## src/rtl/rvc_asap_5pl_cr_arb.sv

```systemverilog
// ---------------------------------------------------------------------------
// rvc_asap_5pl_cr_arb
// Arbiter/sequencer for the single control-register (CR) memory port of the
// 5-stage core. The core pipeline (Q103H memory stage) and a debug requester
// (UART/JTAG bridge) share the port. The core has priority. A debug request
// that core traffic blocks for MAX_WAIT cycles gets a forced slot, and the
// core is stalled for that one cycle. The synchronous CR read data arrives one
// cycle late and is routed back to whichever requester issued the read.
//
// Handshake: DbgReq is a request that the requester holds, with
// DbgWr/DbgAddr/DbgWrData stable, until DbgAck is high in the same cycle. The
// transfer completes in the DbgAck cycle. Read data returns one cycle later
// together with DbgRdValid. The core has no handshake: it re-presents its
// Q103H request in every cycle in which CoreStall is high.
//
// Optional feature (macro RVC_CR_ARB_PERF_CNT_EN): when the macro is defined,
// the block adds saturating 16-bit performance counters (CoreAccCnt,
// DbgAccCnt, StallCnt) and a synchronous clear input, PerfClr.
//
// Ports:
//   Clock, RstN             core clock, async active-low reset
//   CoreWrEn/CoreRdEn/CoreAddr/CoreWrData   core request (Q103H)
//   CoreStall, CoreRdData   core hold request, core load data (Q104H)
//   DbgReq/DbgWr/DbgAddr/DbgWrData          debug request
//   DbgAck, DbgRdValid, DbgRdData           debug accept / read return
//   CtrlCRMemWrEn, SelCRMemWb, CRMemAddr, CRMemWrData   to CR memory
//   CRMemRdDataQ104H        registered read data from CR memory
//   ArbState                current arbiter state (debug observation)
// ---------------------------------------------------------------------------
module rvc_asap_5pl_cr_arb #(
   parameter int MAX_WAIT = 8,
   parameter int WAIT_W   = 8
) (
   input  logic        Clock,
   input  logic        RstN,
   input  logic        CoreWrEn,
   input  logic        CoreRdEn,
   input  logic [31:0] CoreAddr,
   input  logic [31:0] CoreWrData,
   output logic        CoreStall,
   output logic [31:0] CoreRdData,
   input  logic        DbgReq,
   input  logic        DbgWr,
   input  logic [31:0] DbgAddr,
   input  logic [31:0] DbgWrData,
   output logic        DbgAck,
   output logic        DbgRdValid,
   output logic [31:0] DbgRdData,
   output logic        CtrlCRMemWrEn,
   output logic        SelCRMemWb,
   output logic [31:0] CRMemAddr,
   output logic [31:0] CRMemWrData,
   input  logic [31:0] CRMemRdDataQ104H,
   output logic [1:0]  ArbState
`ifdef RVC_CR_ARB_PERF_CNT_EN
  ,input  logic        PerfClr,
   output logic [15:0] CoreAccCnt,
   output logic [15:0] DbgAccCnt,
   output logic [15:0] StallCnt
`endif
);

   typedef enum logic [1:0] {IDLE = 2'd0, DBG_WAIT = 2'd1, DBG_FORCE = 2'd2} state_t;
   typedef enum logic [1:0] {OWN_NONE = 2'd0, OWN_CORE_RD = 2'd1, OWN_DBG_RD = 2'd2} owner_t;

   localparam logic [WAIT_W-1:0] MAX_WAIT_C = WAIT_W'(MAX_WAIT);

   state_t            state, nxt_state;
   owner_t            owner, nxt_owner;
   logic [WAIT_W-1:0] wait_cnt, nxt_cnt, cnt_inc;
   logic              core_act, core_gnt, dbg_gnt, stall;

   assign core_act = CoreWrEn | CoreRdEn;
   // The counter saturates at MAX_WAIT, so it can never wrap back to a short wait.
   assign cnt_inc  = (wait_cnt >= MAX_WAIT_C) ? wait_cnt : wait_cnt + 1'b1;

   always_comb begin
      core_gnt  = 1'b0;
      dbg_gnt   = 1'b0;
      stall     = 1'b0;
      nxt_state = IDLE;
      nxt_cnt   = '0;
      // Grants are combinational. Gating them with RstN keeps every output
      // at 0 while reset is asserted.
      if (!RstN) begin
         nxt_state = IDLE;
      end else if (state == DBG_FORCE && DbgReq) begin
         dbg_gnt = 1'b1;
         stall   = core_act;
      end else if (core_act) begin
         core_gnt = 1'b1;
         if (DbgReq) begin
            nxt_cnt   = cnt_inc;
            nxt_state = (cnt_inc >= MAX_WAIT_C) ? DBG_FORCE : DBG_WAIT;
         end
      end else if (DbgReq) begin
         dbg_gnt = 1'b1;
      end
   end

   always_comb begin
      CtrlCRMemWrEn = 1'b0;
      SelCRMemWb    = 1'b0;
      CRMemAddr     = '0;
      CRMemWrData   = '0;
      nxt_owner     = OWN_NONE;
      if (core_gnt) begin
         // A write wins when both enables are set. No read is issued in that case.
         CtrlCRMemWrEn = CoreWrEn;
         SelCRMemWb    = CoreRdEn & ~CoreWrEn;
         CRMemAddr     = CoreAddr;
         CRMemWrData   = CoreWrData;
         if (CoreRdEn && !CoreWrEn) nxt_owner = OWN_CORE_RD;
      end else if (dbg_gnt) begin
         CtrlCRMemWrEn = DbgWr;
         SelCRMemWb    = ~DbgWr;
         CRMemAddr     = DbgAddr;
         CRMemWrData   = DbgWrData;
         if (!DbgWr) nxt_owner = OWN_DBG_RD;
      end
   end

   always_ff @(posedge Clock or negedge RstN) begin
      if (!RstN) begin
         state    <= IDLE;
         wait_cnt <= '0;
         owner    <= OWN_NONE;
      end else begin
         state    <= nxt_state;
         wait_cnt <= nxt_cnt;
         owner    <= nxt_owner;
      end
   end

   assign DbgAck     = dbg_gnt;
   assign CoreStall  = stall;
   assign ArbState   = state;
   assign CoreRdData = (owner == OWN_CORE_RD) ? CRMemRdDataQ104H : 32'h0;
   assign DbgRdValid = (owner == OWN_DBG_RD);
   assign DbgRdData  = (owner == OWN_DBG_RD) ? CRMemRdDataQ104H : 32'h0;

   // The core must never load and store in the same Q103H cycle.
   a_core_rd_wr_excl: assert property (@(posedge Clock) disable iff (!RstN)
      !(CoreWrEn && CoreRdEn));

`ifdef RVC_CR_ARB_PERF_CNT_EN
   always_ff @(posedge Clock or negedge RstN) begin
      if (!RstN) begin
         CoreAccCnt <= '0;
         DbgAccCnt  <= '0;
         StallCnt   <= '0;
      end else if (PerfClr) begin
         CoreAccCnt <= '0;
         DbgAccCnt  <= '0;
         StallCnt   <= '0;
      end else begin
         if (core_gnt && CoreAccCnt != 16'hFFFF) CoreAccCnt <= CoreAccCnt + 16'd1;
         if (dbg_gnt  && DbgAccCnt  != 16'hFFFF) DbgAccCnt  <= DbgAccCnt  + 16'd1;
         if (stall    && StallCnt   != 16'hFFFF) StallCnt   <= StallCnt   + 16'd1;
      end
   end
`endif

endmodule

```

## config.mk

```make
export PLATFORM = sky130hd
export DESIGN_NAME = rvc_asap_5pl_cr_arb
export DESIGN_NICKNAME = d
export VERILOG_FILES = /design/src/rtl/rvc_asap_5pl_cr_arb.sv
export SDC_FILE = /design/constraint.sdc
export NUM_CORES = 1
export LEC_CHECK = 0
export CAP_MARGIN = 10
export CORE_AREA = 10 10 110 112
export CTS_BUF_LIST = sky130_fd_sc_hd__clkbuf_16
export DETAILED_ROUTE_END_ITERATION = 10
export DIE_AREA = 0 0 120 122
export PLACE_DENSITY = 0.7
export SLEW_MARGIN = 5
export SYNTH_ARGS = -nofsm -noshare
export SYNTH_HDL_FRONTEND = slang
export SYNTH_SLANG_ARGS = --single-unit
```

## constraint.sdc

```tcl
create_clock -name Clock -period 1.6 [get_ports Clock]
set_input_delay 0.24 -clock Clock [delete_from_list [all_inputs] [get_ports Clock]]
set_output_delay 0.24 -clock Clock [all_outputs]
set_load 0.1 [all_outputs]
```

==> results_dict.tcl <==
set metrics [dict create \
    status "finished with violations" \
    violations "negative setup slack" \
    fillCellCount 590 \
    cts-buffers-inserted 3 \
    cp-endpoint "CRMemWrData[22]" \
    clkSinkCount 12 \
    clkPwrFrac_pct 13.5 \
    gp_congestion 0.880 \
    drtPass1Iterations 4 \
    worst_setup_path_start_kind "flip-flop" \
    antenna_found_initial 2 \
    rows 37 \
    hold_class "in2async" \
    area_growth_pct 362 \
    setup_ws_ns -0.384 \
    crit_start "ArbState[1]" \
    port_buffers 300 \
    grtUsageTotal_pct 19.4 \
    maxSlewHeadroom_pct 77.4 \
    drt_iter0_drc 167 \
    place_hpwl_um 13700 \
    placed_cell_area_um2 7010 \
    cts_tree "built" \
    yosysSeqAreaShare_pct 18.4 \
    pre_cts_ws_ns -0.492 \
    wl_per_cell_um 25.0 \
    drt.antenna.violating_nets 0 \
    worstPathArrival_ns 1.74 \
    clkTransAtPathRegs_ns 0.04 \
    synth_xor_area_share_pct 0 \
    period_needed_ns 1.98 \
    drcViolationCount 0 \
    grt_first_pass_wirelength_um 21800 \
    p_int_uw 1830 \
    grt_max_degree 33 \
    sw_frac_of_total_pct 46.6 \
    synth.top_cell.area_share_pct 35.0 \
    regToRegEndpoint "wait_cnt[2]" \
    synth_area_leader_cell "a22o_1" \
    ctsRootBufferMaster "clkbuf_16" \
    synth_cell_type_count 24 \
    synthTopCellsByArea "a22o_1 (35%), and2_1 (27%), dfrtp_1 (18%)" \
    synthMuxAreaShare_pct 0 \
    rsz0062_at_grt "true" \
    dieArea_um2 14600 \
    rrSetupSlack_ns 0.05 \
    avgViaCountPerCell 4.55 \
    ys_warn_count 0 \
    final_layout_size_suffix_gt1_share_pct 60.2 \
    rr_worst_depth 3 \
    synth_top_family_by_area "compound AO/OA/AOI/OAI gates" \
    netlist_area_um2 1630 \
    cts_max_level 1 \
    syn_avg_cell_area_um2 7.90 \
    power.leakage_uw 0.00327 \
    worst_pin_slew_ns 0.336 \
    num_vias 3030 \
    io-pin-count 301 \
    hold_violations 0 \
    clk_latency_ns 0.24 \
    required_ns 1.36 \
    synth_cells 206 \
    setup_viol 92 \
    cap_violations 0 \
    wirelength_um 16700 \
    cts_buffer_depth 2 \
    synth_fa_ha_area_share_pct 1.54 \
    initial_core_util_pct 16.2 \
    fmax_mhz 504 \
    peakVddDrop_mv 0.371 \
    fin_crit_sh_pct 124 \
    overflow 0 \
    synth-compound-area-share_pct 39.3 \
    die_h_um 122 \
    skew_ns 0.00116 \
    grt_pass1_vias 3247 \
    core_um2 10000 \
    synth_simple_gate_area_share_pct 34.1 \
    critical_path_class "reg2out" \
    final_area_um2 7520 \
    fp.dieW_um 120 \
    setup.worst_path.end_class "output pin" \
    ys_ff_latch 12 \
    power_frac_seq_pct 9.2 \
    cp_max_fo 5 \
    slew_violations 0 \
    switchingPower_uw 1600 \
    finalNetCount 697 \
    combinationalPowerShare_pct 77.3 \
    p_per_area_nw_per_um2 455 \
    mappedNetlistNets 374 \
    r2r_start "wait_cnt[5]" \
]
## worst min path at each step
stage,cells after the start,slack [ns],to,start
floorplan,0,-0.06,ArbState[0],RstN
global placement,1,0.50,wait_cnt[5],wait_cnt[5]
detailed placement,1,0.51,wait_cnt[5],wait_cnt[5]
CTS,2,0.19,wait_cnt[1],RstN
global route,2,0.19,wait_cnt[1],RstN
finish,2,0.17,wait_cnt[1],RstN
## synth_stat cells
cell       n
buf_2      9
a21oi_1    5
nor2b_2    1
ha_1       2
dfrtp_1   12
o21ai_0    5
clkbuf_1  12
and2_2     1
nand2_1    1
or3_1      2
o21ba_2    1
nor2b_1    2
a22o_1    65
nor4_1     1
a32o_1     1
or2b_2     1
nand3_1    3
nor2_1     2
nor3_1     2
and3_1     2
nand2b_1   1
or4_4      1
and2_1    69
inv_1      5
## final cells by class
type / instances / area [um2] / area share, %
clock buffer: 3 / 75.1 / 0.998
sequential: 12 / 305 / 4.06
clock inverter: 1 / 3.75 / 0.0499
timing repair buffer: 338 / 4960 / 65.9
tap: 136 / 170 / 2.26
antenna: 2 / 5.00 / 0.0665
inverter: 5 / 18.8 / 0.249
multi-input combinational: 169 / 1990 / 26.4
## critical path: stages (launching register included)
cell and delay [ns]:
dfrtp_4 0.46, nor2b_4 0.16, o21ba_4 0.26, clkbuf_16 0.18, a22o_4 0.26, buf_12 0.16
## cells by family after synthesis
group,Yosys count
AND/OR/NAND/NOR,89
AO/OA/AOI/OAI,77
buffers and inverters,26
flip-flops,12
adder cells (fa/ha/maj),2
## state kept, by name, summed over array words and instances (netlist names)
signal / flops
wait_cnt: 8
owner: 2
ArbState: 2
## cells in the final DEF (no fill, tap or decap), drive strengths merged
cell	synthesis	final
a21oi	5	5
a22o	65	65
a32o	1	1
and2	70	70
and3	2	2
buf	9	165
clkbuf	12	11
clkdlybuf4s50	0	161
clkinv	0	1
dfrtp	12	12
diode	0	2
dlygate4sd2	0	4
ha	2	2
inv	5	5
nand2	1	1
nand2b	1	1
nand3	3	3
nor2	2	2
nor2b	3	3
nor3	2	2
nor4	1	1
o21ai	5	5
o21ba	1	2
or2b	1	1
or3	2	2
or4	1	1
## power by group through the flow
stage | clock (uW) | sequential (uW) | combinational, uW
final | 463 | 314 | 2650
after global routing | 483 | 315 | 2720
after CTS | 465 | 314 | 2600
after detailed placement | 0 | 318 | 2540
after global placement | 0 | 317 | 2520
after floorplan | 0 | 327 | 1340
## metrics by stage
step,TNS (ns),power (uW),hold slack [ns],util (%),std cells
2_1_floorplan,-23.12,1670,-0.0556,-,206
3_3_place_gp,-27.48,2840,0.496,69.7,641
3_5_place_dp,-29.57,2860,0.513,69.7,641
4_1_cts,-24.91,3380,0.186,72.2,652
5_1_grt,-28.37,3520,0.190,74.9,666
6_report,-23.85,3420,0.171,74.9,666
## routing by layer
layer | track usage (%) | share of wire (%)
met1 | 19.3 | 34
met2 | 37.2 | 54
met3 | 8.37 | 10
met4 | 2.87 | 1.2
met5 | 0 | 0
## what timing repair did
action                                  4_1_cts  5_1_grt
buffers inserted                              4        2
gates resized for setup                      23       21
endpoints found under the setup margin      101      133
pin swaps                                    16       11
hold buffers                                  0        0
gates cloned                                  3       10
No activity file was read; power rests on OpenSTA's default activity.
